**src/rtl/ahb_pkg.sv**
```systemverilog
// ahb_pkg: shared AHB-Lite encodings and the register-file slave FSM states
package ahb_pkg;
  localparam logic [1:0] HTRANS_IDLE   = 2'b00;
  localparam logic [1:0] HTRANS_BUSY   = 2'b01;
  localparam logic [1:0] HTRANS_NONSEQ = 2'b10;
  localparam logic [1:0] HTRANS_SEQ    = 2'b11;
  localparam logic HRESP_OKAY  = 1'b0;
  localparam logic HRESP_ERROR = 1'b1;
  localparam logic [2:0] HSIZE_WORD = 3'b010;
  typedef enum logic [2:0] {ST_IDLE, ST_WAIT, ST_LAST, ST_ERR1, ST_ERR2} state_t;
endpackage

```
**src/rtl/ahb_wait_counter.sv**
```systemverilog
// ahb_wait_counter: loadable 4-bit down-counter with zero flag (i_load wins over i_dec, stops at 0)
module ahb_wait_counter (
  input  logic       i_clk,
  input  logic       i_rst_n,
  input  logic       i_load,
  input  logic [3:0] i_val,
  input  logic       i_dec,
  output logic       o_zero
);
  logic [3:0] r_cnt;
  always_ff @(posedge i_clk or negedge i_rst_n)
    if (!i_rst_n) r_cnt <= '0;
    else if (i_load) r_cnt <= i_val;
    else if (i_dec && !o_zero) r_cnt <= r_cnt - 4'd1;
  assign o_zero = r_cnt == '0;
endmodule

```
**src/rtl/ahb_regfile_slave.sv**
```systemverilog
// ahb_regfile_slave: AHB-Lite slave with NUM_REGS x 32-bit registers, WAIT_STATES wait cycles, two-cycle ERROR
// Ports: HCLK/HRESETn clock and async active-low reset; HSEL/HADDR/HTRANS/HWRITE/HSIZE/HREADY address phase;
// HWDATA write data phase; HRDATA/HREADYOUT/HRESP slave response.
module ahb_regfile_slave
  import ahb_pkg::*;
#(
  parameter int          NUM_REGS    = 32,
  parameter logic [31:0] BASE_ADDR   = 32'h0000_0000,
  parameter int          WAIT_STATES = 1
) (
  input  logic        HCLK,
  input  logic        HRESETn,
  input  logic        HSEL,
  input  logic [31:0] HADDR,
  input  logic [1:0]  HTRANS,
  input  logic        HWRITE,
  input  logic [2:0]  HSIZE,
  input  logic [31:0] HWDATA,
  input  logic        HREADY,
  output logic [31:0] HRDATA,
  output logic        HREADYOUT,
  output logic        HRESP
);
  localparam int IW = $clog2(NUM_REGS);
  localparam logic [3:0] WS_LOAD = WAIT_STATES > 0 ? 4'(WAIT_STATES - 1) : 4'd0;
  localparam logic [31:0] SPAN = 32'(NUM_REGS * 4);
  state_t r_state, w_next, w_pipe;
  logic r_write;
  logic [IW-1:0] r_idx;
  logic [31:0] r_regs [NUM_REGS];
  logic w_take, w_err, w_zero, w_load;
  logic [31:0] w_off;
  // A new address phase can only be taken in cycles where this slave is ready.
  assign w_take = HSEL && HREADY && (HTRANS == HTRANS_NONSEQ || HTRANS == HTRANS_SEQ) &&
                  (r_state == ST_IDLE || r_state == ST_LAST || r_state == ST_ERR2);
  assign w_off = HADDR - BASE_ADDR;
  assign w_err = HADDR[1:0] != 2'b00 || HSIZE != HSIZE_WORD || w_off >= SPAN;
  always_comb begin
    w_pipe = !w_take ? ST_IDLE : w_err ? ST_ERR1 : WAIT_STATES > 0 ? ST_WAIT : ST_LAST;
    w_next = r_state == ST_WAIT ? (w_zero ? ST_LAST : ST_WAIT) :
             r_state == ST_ERR1 ? ST_ERR2 : w_pipe;
  end
  assign w_load = w_next == ST_WAIT && r_state != ST_WAIT;
  ahb_wait_counter u_cnt (
    .i_clk  (HCLK),
    .i_rst_n(HRESETn),
    .i_load (w_load),
    .i_val  (WS_LOAD),
    .i_dec  (r_state == ST_WAIT),
    .o_zero (w_zero)
  );
  always_ff @(posedge HCLK or negedge HRESETn)
    if (!HRESETn) begin
      r_state <= ST_IDLE;
      r_write <= 1'b0;
      r_idx   <= '0;
    end else begin
      r_state <= w_next;
      if (w_take) begin
        r_write <= HWRITE;
        r_idx   <= HADDR[IW+1:2];
      end
    end
  always_ff @(posedge HCLK or negedge HRESETn)
    if (!HRESETn) for (int i = 0; i < NUM_REGS; i++) r_regs[i] <= '0;
    else if (r_state == ST_LAST && r_write) r_regs[r_idx] <= HWDATA;
  assign HREADYOUT = !(r_state == ST_WAIT || r_state == ST_ERR1);
  assign HRESP     = (r_state == ST_ERR1 || r_state == ST_ERR2) ? HRESP_ERROR : HRESP_OKAY;
  assign HRDATA    = (r_state == ST_LAST && !r_write) ? r_regs[r_idx] : 32'h0;
endmodule
```
**config.mk**
```make
export PLATFORM = sky130hd
export DESIGN_NAME = ahb_regfile_slave
export DESIGN_NICKNAME = d
export VERILOG_FILES = /design/src/rtl/ahb_pkg.sv /design/src/rtl/ahb_wait_counter.sv /design/src/rtl/ahb_regfile_slave.sv
export SDC_FILE = /design/constraint.sdc
export NUM_CORES = 2
export LEC_CHECK = 0
export ABC_AREA = 1
export BUFFER_PORTS_ARGS = -buffer_cell sky130_fd_sc_hd__buf_4
export CORE_MARGIN = 2
export CORE_UTILIZATION = 50
export CTS_BUF_LIST = sky130_fd_sc_hd__clkbuf_4
export CTS_CLUSTER_DIAMETER = 120
export DETAILED_ROUTE_END_ITERATION = 6
export PLACE_DENSITY = 0.71
export SLEW_MARGIN = 10
export SYNTH_ARGS = -nofsm -noshare
export SYNTH_HDL_FRONTEND = slang
export SYNTH_SLANG_ARGS = --single-unit
```
**constraint.sdc**
```tcl
create_clock -name HCLK -period 4.7 [get_ports HCLK]
set_input_delay 0.94 -clock HCLK [delete_from_list [all_inputs] [get_ports HCLK]]
set_output_delay 0.94 -clock HCLK [all_outputs]
set_load 0.05 [all_outputs]
```
======== Yosys cells after proc, flatten, opt, wreduce, memory -nomap -nowiden ========
Index checks and enable logic that the tools add are counted.
Widths: inputs -> output; s select.
word-level totals
  bits in read-only memories .............. 0
  RAM bits ................................ 0
  input port bits ......................... 74
  word-level logic and storage cells ...... 87
  bits in registers ....................... 1037
  latch bits .............................. 0
  memories ................................ 0
cells by class
  shift operators ......................... 0
  magnitude comparators ................... 3
  add/sub/neg operators ................... 1
  multiplexer cells ....................... 15
  bitwise gates (word level) .............. 1
  equality and inequality tests ........... 9
  divide/modulo/power cells ............... 0
  reduce and logical (&&, ||, !) cells .... 22
  $mul .................................... 0
operator list
  kind                 count
  $bwmux 1024          1
  $bmux 32 s5          1
  $demux 32 s5         1
  $mux 32              4
  $ge 32x8->1 const B  1
  $logic_and 1x1->1    8
  $mux 4               2
  $logic_or 1x1->1     7
  $eq 3x1->1 const B   2
  $eq 3x2->1 const B   2
  $ge 6x6->1 const B   1
  $lt 6x1->1 const B   1
  $mux 2               3
  $mux 3               2
  $not 5->6            1
  $eq 2x2->1 const B   2
  $logic_not 4->1      1
  $reduce_bool 2->1    2
  $sub 4x1->4 const B  1
  $eq 3x3->1 const B   1
  $logic_not 1->1      3
  $logic_not 3->1      1
  $ne 3x1->1 const B   1
  $ne 3x2->1 const B   1
  $mux 1               1

======== Depth between registers and ports, before layout ========
  word-level depth ........................ 10
  mapped depth ............................ 12
  depth with buffers taken out ............ 9

======== By module ========
Synthesis repeated with hierarchy kept, for this count alone.
unflattened totals
  cell total of the unflattened synthesis .. 6483
  area, all modules ....................... 50074.3 um^2
by module, submodules not included
  module             seq. area each (um^2)  instances  area each (um^2)  cells each
  ahb_regfile_slave  25849.8                1          49779.0           6437
  ahb_wait_counter   100.1                  1          295.3             46

======== Worst setup path after synthesis ========
No wires, ideal clock.
  path kind ............................... register to output
  start point ............................. register r_idx[0]
  end point ............................... output port HRDATA[0]
  path slack .............................. 1.434 ns
  arrival time ............................ 2.326 ns
  stages on the path, launching flop included .. 13
  cells stage by stage .................... dfrtp_1 inv_1 buf_2 clkbuf_1 clkbuf_1 nand2_1 nand2_1 nand2_1 nand2_1 nand2_1 nand2_1 nor2_1 a21oi_1
on the way
  word-level cells in the longest chain between the ends .. 5
RTL lines
  element                                      RTL line                 text
  start: declaration                           ahb_regfile_slave.sv:29  logic [IW-1:0] r_idx;
  start signal: assignment                     ahb_regfile_slave.sv:61  r_idx <= HADDR[IW+1:2];
  $not 5->6 (not written as such)              ahb_regfile_slave.sv:69  assign HRDATA = (r_state == ST_LAST && !r_write) ? r_regs[r_idx] : 32'h0;
  $bmux 32 s5                                  ahb_regfile_slave.sv:69
  $mux 32 (not written as such) (2 in series)  ahb_regfile_slave.sv:69
  $mux 32                                      ahb_regfile_slave.sv:69
  end: declaration                             ahb_regfile_slave.sv:20  output logic [31:0] HRDATA,
Every way passes these cells. The select of a mux whose other input is x is not followed.

======== Final worst setup path ========
  start point ............................. register r_idx[0]
  end point ............................... output port HRDATA[22]
The elaborated chain is that of the path after synthesis.

==> impl_results.md <==
- Synthesized area per cell: between 7 and 8 um^2
- Post-synth ARST share: 1.00
- Pre-Repair DR Iteration Count: 6
- Final Hold Fails: 0
- First-pass GRT wire length: 228000 um
- Synth-to-layout area growth: 9.05%
- Initial antenna violation count: 2
- Most frequent cells in the layout: nand2_1, dfrtp_1, o21ai_1
- Final Critical Period: 4.59 ns
- Hold/Removal Path Class: in2reg
- Synth area leader: dfrtp_1
- Main synth FF type: dfrtp_1
- Max-Cap Viols: 0
- DR DRC count: 0
- Worst Path Required: 3.76 ns
- Run status: finished, final reports clean
- Port-buffer cells: 106
- Pwr dens: 509 nW/um^2
- CP max FO: 93
- Die height: 319 um
- Top cells by area, synth: dfrtp_1, nand2_1, o21ai_1
- Arrival @ worst endpoint: 3.65 ns
- Post-synth top area share: 0.524
- Core area: 98300 um^2
- Cell row count: 115
- Fin area: 54000 um^2
- Ports: 108
- CTS max path bufs: 4
- Worst r2r src: r_idx[0]$_DFFE_PN0P_
- Routed WL: between 100000 and 150000 um
- Reg2reg path depth: 6
- Part of the Yosys area used for sequential elements: 0.524
- Combinational share of power: 0.260
- Total GRT Usage: 0.285
- Pwr Total: ~28 mW
- Final worst slack: 0.112 ns
- Starting Density: 0.504
- Worst hold path endpoint: r_state[1]$_DFF_PN0_
- DP Worst Slack: between 0.9 and 1 ns
- Post-Synthesis Cells: 6464
- Crit path launch: r_idx[0]$_DFFE_PN0P_
- CTS Buf Count: 291
- Vias in the first global route: 40119
- Share of layout cells above drive strength 1: 0.118
- Switching Share: 0.342
- Worst-Margin Slew: 1.20 ns
- Drt via density: 5.39
- Fmax: ~0.22 GHz
- Yosys warns: 0
- Register area: 26000 um^2
- Placer Congestion: 0.788
- Vias: 42795
- Sequential share of power: 0.452
- Net Count, Synth: 6539
- Multi-input logic area: 20500 um^2
- Type of destination of the critical path: output pin
- Reg2Reg Setup Slack: ~1.2 ns
- # setup viols final: 0
- Synthesized flop and latch total: 1037
- Critical path launch point type: flop
- Crit Reg-Reg Endpoint: r_regs[132]$_DFFE_PN0P_
- Clock sinks: 1037
- Antenna Nets Post-Route: 0
- Synthesized cell area: 49500 um^2
- Switching power: 9.41 mW
- Final Max Tran Viols: 0
- Fillers: 9215
- Largest net degree at the start of global routing: 131
- Die ar.: 102000 um^2
- Clk_skew: approximately 0.12 ns
- Htree depth: 5
- Depth of the worst hold-timing path: 5
- Min Hold Slack: 0.0998 ns
- Root buf cell: clkbuf_4
- WL per Instance: 18.1 um
- Nets: 6555
- Unrepaired setup endpoints after global routing: true
- Final Cycle Share: 0.976
- Cell Int Power: between 15 and 20 mW
- Die W: 319 um
- Worst vdd rail ir drop: between 0.2 and 0.3 mV
- TritonCTS clock tree: yes
- DR iter-0 viols: 4677
- Static Leak: 30.0 nW
- Yosys cell types: 25
- Placed inst area: approximately 50000 um^2
- Most common cell after layout, fill and taps aside: nand2_1
- Hold_sp: HADDR[0]
- Clock Latency Late Sink: around 1.2 ns
- Clock power frac: 0.288
- CTS clk-pin slew, worst paths: 0.06 ns
- Worst relative slew slack: 0.202
- Crit Path Class: reg2out
- Post-synth EDFFs: 0
- GRT overflow: 0
- DP Wirelength: 74400 um
## per-stage QoR
step / std cells / utilization / setup TNS (ns)
after floorplan: 6464 / - / 0
final: 7938 / 0.550 / 0
after global placement: 7455 / 0.511 / 0
after CTS: 7937 / 0.549 / 0
after global routing: 7938 / 0.550 / -0.0147
after detailed placement: 7456 / 0.511 / 0
## worst max-delay path, cell delays in order, from the launching register on
cell,delay [ns]
dfrtp_4,0.68
buf_12,0.37
nand2_1,0.11
nand2_1,0.09
nand2_1,0.05
nand2_1,0.09
nand2_1,0.05
nand2_1,0.08
nor2_1,0.09
a21oi_2,0.38
buf_4,0.28
## per-layer routing
layer	vias to the layer above	GRT usage	share of wire	wire, um
li1	20522	-	-	-
met4	2	0.105	0.029	4210
met2	1682	0.447	0.45	65200
met5	-	0	0.000098	14
met1	20279	0.391	0.43	61800
met3	310	0.0608	0.084	12100
## power groups by stage
stage | Clock, mW | Sequential [mW] | Combinational, mW
floorplan | 0 | 12.2 | 5.33
global placement | 0 | 12.4 | 6.83
detailed placement | 0 | 12.5 | 6.99
CTS | 8.08 | 12.4 | 7.13
global route | 8.61 | 12.7 | 8.30
finish | 7.93 | 12.4 | 7.15
## cells by family after synthesis
kind of cell             after synthesis  share of synthesized area
AND/OR/NAND/NOR                     3813                      0.298
AO/OA/AOI/OAI                       1065                      0.114
flip-flops                          1037                      0.524
buffers and inverters                545                     0.0631
XOR/XNOR                               3                   0.000530
adder cells (fa/ha/maj)                1                   0.000252
## synthesized netlist by cell type, types with 2 or more instances
library cell / instances
nor3b_1: 2
o21ai_1: 705
nand3_1: 101
a21oi_1: 33
o21ai_2: 85
dfrtp_1: 1037
nand2_2: 2
nor3_4: 10
inv_1: 49
clkbuf_1: 321
nand4_1: 3
nor2_1: 84
inv_2: 3
o21ai_0: 242
buf_1: 22
buf_2: 3
nand2_4: 24
nand2_1: 3585
xor2_1: 2
buf_4: 7
buf_6: 140
## flip-flops by register name (all words and copies together), names as in the netlist
| register | flops |
|---|---|
| r_regs | 1024 |
| r_write | 1 |
| u_cnt.r_cnt | 4 |
| r_idx | 5 |
| r_state | 3 |
## worst max-delay path by stage
stage / to / slack [ns]
2_1_floorplan: HRDATA[0] / 1.43
3_3_place_gp: HRDATA[17] / 0.66
3_5_place_dp: HRDATA[17] / 0.94
4_1_cts: HRDATA[9] / 0.01
5_1_grt: HRDATA[15] / -0.01
6_report: HRDATA[22] / 0.11
## area by class of cell
cell class	instances	area share
Antenna cell	1	0.0000463
Inverter	52	0.00454
Sequential cell	1037	0.480
Tap cell	1287	0.0298
Clock buffer	422	0.0586
Multi-Input combinational cell	4882	0.380
Timing Repair Buffer	215	0.0422
Timing Repair inverter	1	0.000162
Clock inverter	41	0.00456
## timing repair
item                                   in CTS  in global routing
hold buffers                                7                  0
gates cloned                                4                  0
resized for setup                          15                 11
pin swaps                                   1                  0
setup buffers                               7                  0
endpoints found under the hold margin      73                  0
setup endpoints to repair                  32                 17
(Power assumes the default switching activity.)
